## config.mk

```make
export PLATFORM = sky130hd
export DESIGN_NAME = serial_subtractor
export DESIGN_NICKNAME = d
export VERILOG_FILES = /design/src/rtl/serial_arith_pkg.sv /design/src/rtl/full_subtractor.sv /design/src/rtl/serial_subtractor.sv
export SDC_FILE = /design/constraint.sdc
export NUM_CORES = 1
export LEC_CHECK = 0
export CAP_MARGIN = 25
export CORE_MARGIN = 2
export CORE_UTILIZATION = 30
export CTS_CLUSTER_DIAMETER = 80
export DETAILED_ROUTE_END_ITERATION = 8
export SLEW_MARGIN = 20
export SYNTH_ARGS = -nofsm -noshare
export SYNTH_HDL_FRONTEND = slang
export SYNTH_HIERARCHICAL = 1
export SYNTH_SLANG_ARGS = --single-unit
```

## constraint.sdc

```tcl
create_clock -name clk -period 3.6 [get_ports clk]
set_input_delay 0.36 -clock clk [delete_from_list [all_inputs] [get_ports clk]]
set_output_delay 0.36 -clock clk [all_outputs]
set_load 0.02 [all_outputs]
```

## src/rtl/serial_arith_pkg.sv

```systemverilog
// Shared definitions for the bit-serial arithmetic blocks: FSM state
// encoding and the default operand width.
package serial_arith_pkg;

    // Default operand width in bits; legal range is 2..32.
    localparam int DEFAULT_WIDTH = 8;

    // Operation sequencer states.
    typedef enum logic [1:0] {
        ST_IDLE  = 2'd0,
        ST_SHIFT = 2'd1,
        ST_DONE  = 2'd2
    } state_t;

    // Width of a counter able to hold the values 0..width inclusive.
    function automatic int cnt_width(input int width);
        return $clog2(width + 1);
    endfunction

endpackage : serial_arith_pkg

```

## src/rtl/full_subtractor.sv

```systemverilog
// One-bit full subtractor: diff = a - b - bin, with borrow-out.
// Purely combinational; the serial datapath reuses one instance per bit-time.
module full_subtractor
    import serial_arith_pkg::*;
(
    input  logic a,
    input  logic b,
    input  logic bin,
    output logic diff,
    output logic bout
);

    logic axb_s;

    // Difference bit and borrow generate/propagate for a single bit position.
    always_comb begin
        axb_s = a ^ b;
        diff  = axb_s ^ bin;
        bout  = (~a & b) | (~axb_s & bin);
    end

endmodule : full_subtractor

```

## src/rtl/serial_subtractor.sv

```systemverilog
// Bit-serial unsigned subtractor: computes val1 - val2 - bin one bit per
// clock, LSB first, using a single full_subtractor. Result and borrow-out
// are published on the done pulse and held until the next accepted start.
module serial_subtractor
    import serial_arith_pkg::*;
#(
    parameter int WIDTH = DEFAULT_WIDTH
) (
    input  logic             clk,
    input  logic             rst,
    input  logic             start,
    input  logic [WIDTH-1:0] val1,
    input  logic [WIDTH-1:0] val2,
    input  logic             bin,
    output logic             busy,
    output logic             done,
    output logic [WIDTH-1:0] diff,
    output logic             bout
);

    localparam int CW = cnt_width(WIDTH);
    localparam logic [CW-1:0] LAST_CNT = CW'(WIDTH - 1);

    state_t           state_r;
    logic [WIDTH-1:0] a_r;
    logic [WIDTH-1:0] b_r;
    logic [WIDTH-1:0] res_r;
    logic             br_r;
    logic [CW-1:0]    cnt_r;
    logic             busy_r;
    logic             done_r;
    logic [WIDTH-1:0] diff_r;
    logic             bout_r;

    logic             bit_d_s;
    logic             bit_bout_s;
    logic             last_bit_s;
    logic [WIDTH-1:0] res_next_s;

    // Single shared bit-slice operating on the current operand LSBs.
    full_subtractor u_fs (
        .a    (a_r[0]),
        .b    (b_r[0]),
        .bin  (br_r),
        .diff (bit_d_s),
        .bout (bit_bout_s)
    );

    // Next result word (new bit enters at the MSB) and last-bit detection.
    always_comb begin
        res_next_s = {bit_d_s, res_r[WIDTH-1:1]};
        if (cnt_r == LAST_CNT) begin
            last_bit_s = 1'b1;
        end else begin
            last_bit_s = 1'b0;
        end
    end

    // Sequencer: accept start, shift WIDTH bits, then publish the result.
    always_ff @(posedge clk) begin
        if (rst) begin
            state_r <= ST_IDLE;
            a_r     <= '0;
            b_r     <= '0;
            res_r   <= '0;
            br_r    <= 1'b0;
            cnt_r   <= '0;
            busy_r  <= 1'b0;
            done_r  <= 1'b0;
            diff_r  <= '0;
            bout_r  <= 1'b0;
        end else begin
            case (state_r)
                ST_IDLE, ST_DONE: begin
                    done_r <= 1'b0;
                    if (start) begin
                        // Operands are captured here; later input changes
                        // cannot disturb the operation in flight.
                        a_r     <= val1;
                        b_r     <= val2;
                        br_r    <= bin;
                        res_r   <= '0;
                        cnt_r   <= '0;
                        state_r <= ST_SHIFT;
                        busy_r  <= 1'b1;
                    end else begin
                        state_r <= ST_IDLE;
                        busy_r  <= 1'b0;
                    end
                end
                ST_SHIFT: begin
                    // start is deliberately ignored while shifting.
                    a_r   <= {1'b0, a_r[WIDTH-1:1]};
                    b_r   <= {1'b0, b_r[WIDTH-1:1]};
                    br_r  <= bit_bout_s;
                    res_r <= res_next_s;
                    cnt_r <= cnt_r + CW'(1);
                    if (last_bit_s) begin
                        state_r <= ST_DONE;
                        busy_r  <= 1'b0;
                        done_r  <= 1'b1;
                        diff_r  <= res_next_s;
                        bout_r  <= bit_bout_s;
                    end else begin
                        state_r <= ST_SHIFT;
                        busy_r  <= 1'b1;
                        done_r  <= 1'b0;
                    end
                end
                default: begin
                    state_r <= ST_IDLE;
                    busy_r  <= 1'b0;
                    done_r  <= 1'b0;
                end
            endcase
        end
    end

    assign busy = busy_r;
    assign done = done_r;
    assign diff = diff_r;
    assign bout = bout_r;

endmodule : serial_subtractor

```

==> key figures <==
Outcome
  – Status: finished, final reports clean

Min path
  – Min-Delay Endpoint: br_r$_SDFFE_PP0P_
  – Hold Crit Depth: 2
  – Hold Path Class: reg2reg
  – Worst hold start: br_r$_SDFFE_PP0P_

STA
  – RSZ-0062 raised after global routing: no
  – Final Hold Viols: 0
  – Minimum clock period: 1.76 ns
  – Skew final: 0.00622 ns
  – Count of pins over their slew limit: 0
  – Setup ws final: roughly 1.8 ns
  – Fmax: 567 MHz
  – Setup TNS: 0 ns
  – WHS: 0.469 ns
  – Slew headroom: 31.6%
  – Final period util: 49.0%
  – Pin slew with the least headroom to its limit: 1.03 ns
  – Final setup viols: 0

Critical path
  – Arr. time, crit path: 1.94 ns
  – Critical Path Sink Type: flop
  – Critical path's slowest cell: clkdlybuf4s50_1
  – Register-to-Register Path Depth: 4
  – Delay of the slowest cell on the worst path: 1.06 ns
  – Reg2reg end: cnt_r[2]$_SDFFE_PP0P_
  – Startpoint types: input port
  – CP Cell Sequence: clkdlybuf4s50_1, buf_4, nand2b_1, mux2i_1
  – Reg2reg start: state_r[1]$_SDFF_PP0_
  – R2r setup slk: 1.96 ns
  – Req. time, crit path: 3.78 ns
  – Crit Path Category: in2reg
  – Max FO, Critical Path: 26

Place
  – Detail Placement HPWL: 2350 um
  – DP Area: 0.00201 mm^2
  – Place WS: roughly 1.5 ns
  – Placer Congestion: 0.637
  – I/O Buffers: 30

Clock tree
  – Total setup buffers inserted after CTS: 0
  – Clock root cell: clkbuf_8
  – Hold_buf cts: 0
  – CTS H-tree lvls: 2
  – Clock slew at reported path FFs: around 0.08 ns
  – # resized after CTS: 0
  – Clock Sinks: 40
  – CTS tree: yes
  – CTS max path bufs: 2
  – Clk_lat worst skew: between 0.2 and 0.3 ns
  – Num CTS Buffers: 5

Floorplanning
  – I/O pin cnt: 31
  – Vert. Die Dim: ~79 um
  – Core Footprint: 0.00551 mm^2
  – Full die area: 0.00629 mm^2
  – Die width: 79.3 um
  – # rows: 27
  – Starting Density: a little under a third

Cells and area
  – P&R area growth vs syn: 26.5%
  – Fin util: about two fifths
  – Final nets: 230
  – Post-layout instance area: 0.00215 mm^2
  – Share of post-route cells with drive strength above 1: 7.69%
  – Fill cells: 548
  – ANT cells: 0

Route
  – Starting DRT DRC Count: 35
  – Drt first pass iters: 4
  – Vias per Instance: 4.99
  – DRC: 0
  – Drt wl/cell: 12.7 um
  – Routed Antenna Nets: 0
  – Routed WL: ~3600 um
  – Routed vias: approximately 1400

Run
  – Max-cap violation count: 0

Global routing
  – Overflow after GRT: 0
  – Largest net degree at the start of global routing: 28
  – First-pass GRT wire length: 5810 um
  – Global Route Usage Sum: 11.7%
  – Initial antenna violation count: 0
  – Number of global-route vias before repair: between 1000 and 1500

Logic synthesis
  – Mapped Cells: 184
  – Syn Nets: around 200
  – Synth Area per Inst: 9.25 um^2
  – Netlist cell types: 26
  – Flops & latches, synth: 40
  – Synth warn: 6
  – Sequential element share of the synthesized area: a little under half
  – Mapped Area: 0.00170 mm^2

Power
  – Maximum vdd ir drop: 0.000183 V
  – PwrDens: 464 mW/mm^2
  – P_leak: 0.726 nW
==> layout make-up <==
class,count,area (um^2),area share (%)
timing repair buffer,34,338,15.7
clock buffer,5,68.8,3.19
tap,72,90.1,4.18
inverter,3,11.3,0.523
sequential,40,801,37.2
clock inverter,2,60.1,2.79
multi-input combinational,124,786,36.5
==> cells by family after synthesis <==
| family | Yosys count | synth area share [%] |
|---|---|---|
| AND/OR/NAND/NOR | 67 | 21.8 |
| AO/OA/AOI/OAI | 44 | 15.6 |
| flip-flops | 40 | 47.0 |
| buffers and inverters | 20 | 6.83 |
| multiplexers | 11 | 6.83 |
| adder cells (fa/ha/maj) | 2 | 1.91 |
==> report_power, final <==
| group | internal, mW | switching [mW] | total, mW |
|---|---|---|---|
| Sequential | 0.459 | 0.00967 | 0.468 |
| Clock | 0.273 | 0.153 | 0.426 |
| Combinational | 0.0489 | 0.0560 | 0.105 |
==> Yosys cell counts (all sizes together) <==
cell type  count  area [um^2]
a211oi         1         12.5
a21oi         28          140
a22oi         15          113
and2b          2         15.0
and4b          1         13.8
buf           12         86.3
clkbuf         5         18.8
dfxtp         40          801
fa             1         20.0
ha             1         12.5
inv            3         11.3
mux2           2         26.3
mux2i          9         90.1
nand2         10         37.5
nand2b        21          131
nand3         26          130
nand3b         1         7.51
nand4          1         6.26
nor2           2         7.51
nor2b          2         15.0
nor3b          1         7.51
==> metal layers <==
| metal | up-vias | global-route usage [%] | part of all wire [%] |
|---|---|---|---|
| li1 | 687 | - | - |
| met1 | 668 | 14.4 | 48 |
| met2 | 39 | 19.6 | 45 |
| met3 | 2 | 4.09 | 6.1 |
| met4 | 0 | 3.10 | 0.34 |
| met5 | - | 0 | 0 |
==> sequential cells by signal (all words and copies together) (netlist names) <==
signal and flops:
br_r 1, b_r 8, done 1, state_r 2, diff 8, res_r 7
a_r 8, cnt_r 4, bout 1
==> cells in the final DEF, fill, tap and decap left out, drive strengths merged, types with 2 or more instances in the layout <==
cell type	n
clkdlybuf4s50	30
buf	4
nor2	2
and2b	2
mux2i	9
dfxtp	40
nand2b	21
inv	3
nand3	26
nand2	10
bufinv	2
a21oi	28
nor2b	2
a22oi	15
mux2	2
clkbuf	5
==> metrics by stage <==
step                      total power, mW  instances
after floorplan                     0.547        184
after global placement              0.581        272
after detailed placement            0.582        272
after CTS                            1.01        279
after global routing                 1.04        280
final                               0.999        280
==> worst max-delay path: cells and delay by family <==
family | cells | cell delay [ns]
buffers and inverters | 2 | 1.38
AND/OR/NAND/NOR | 1 | 0.13
multiplexers | 1 | 0.06
==> worst max-delay path by stage <==
stage / cells after the start / start / to
after detailed placement: 4 / rst / diff[2]$_SDFFE_PP0P_
final: 4 / rst / diff[7]$_SDFFE_PP0P_
after global placement: 4 / rst / diff[7]$_SDFFE_PP0P_
after global routing: 4 / rst / diff[3]$_SDFFE_PP0P_
after floorplan: 5 / state_r[0]$_SDFF_PP0_ / bout$_SDFFE_PP0P_
after CTS: 3 / state_r[1]$_SDFF_PP0_ / cnt_r[2]$_SDFFE_PP0P_
(Power assumes the default switching activity.)
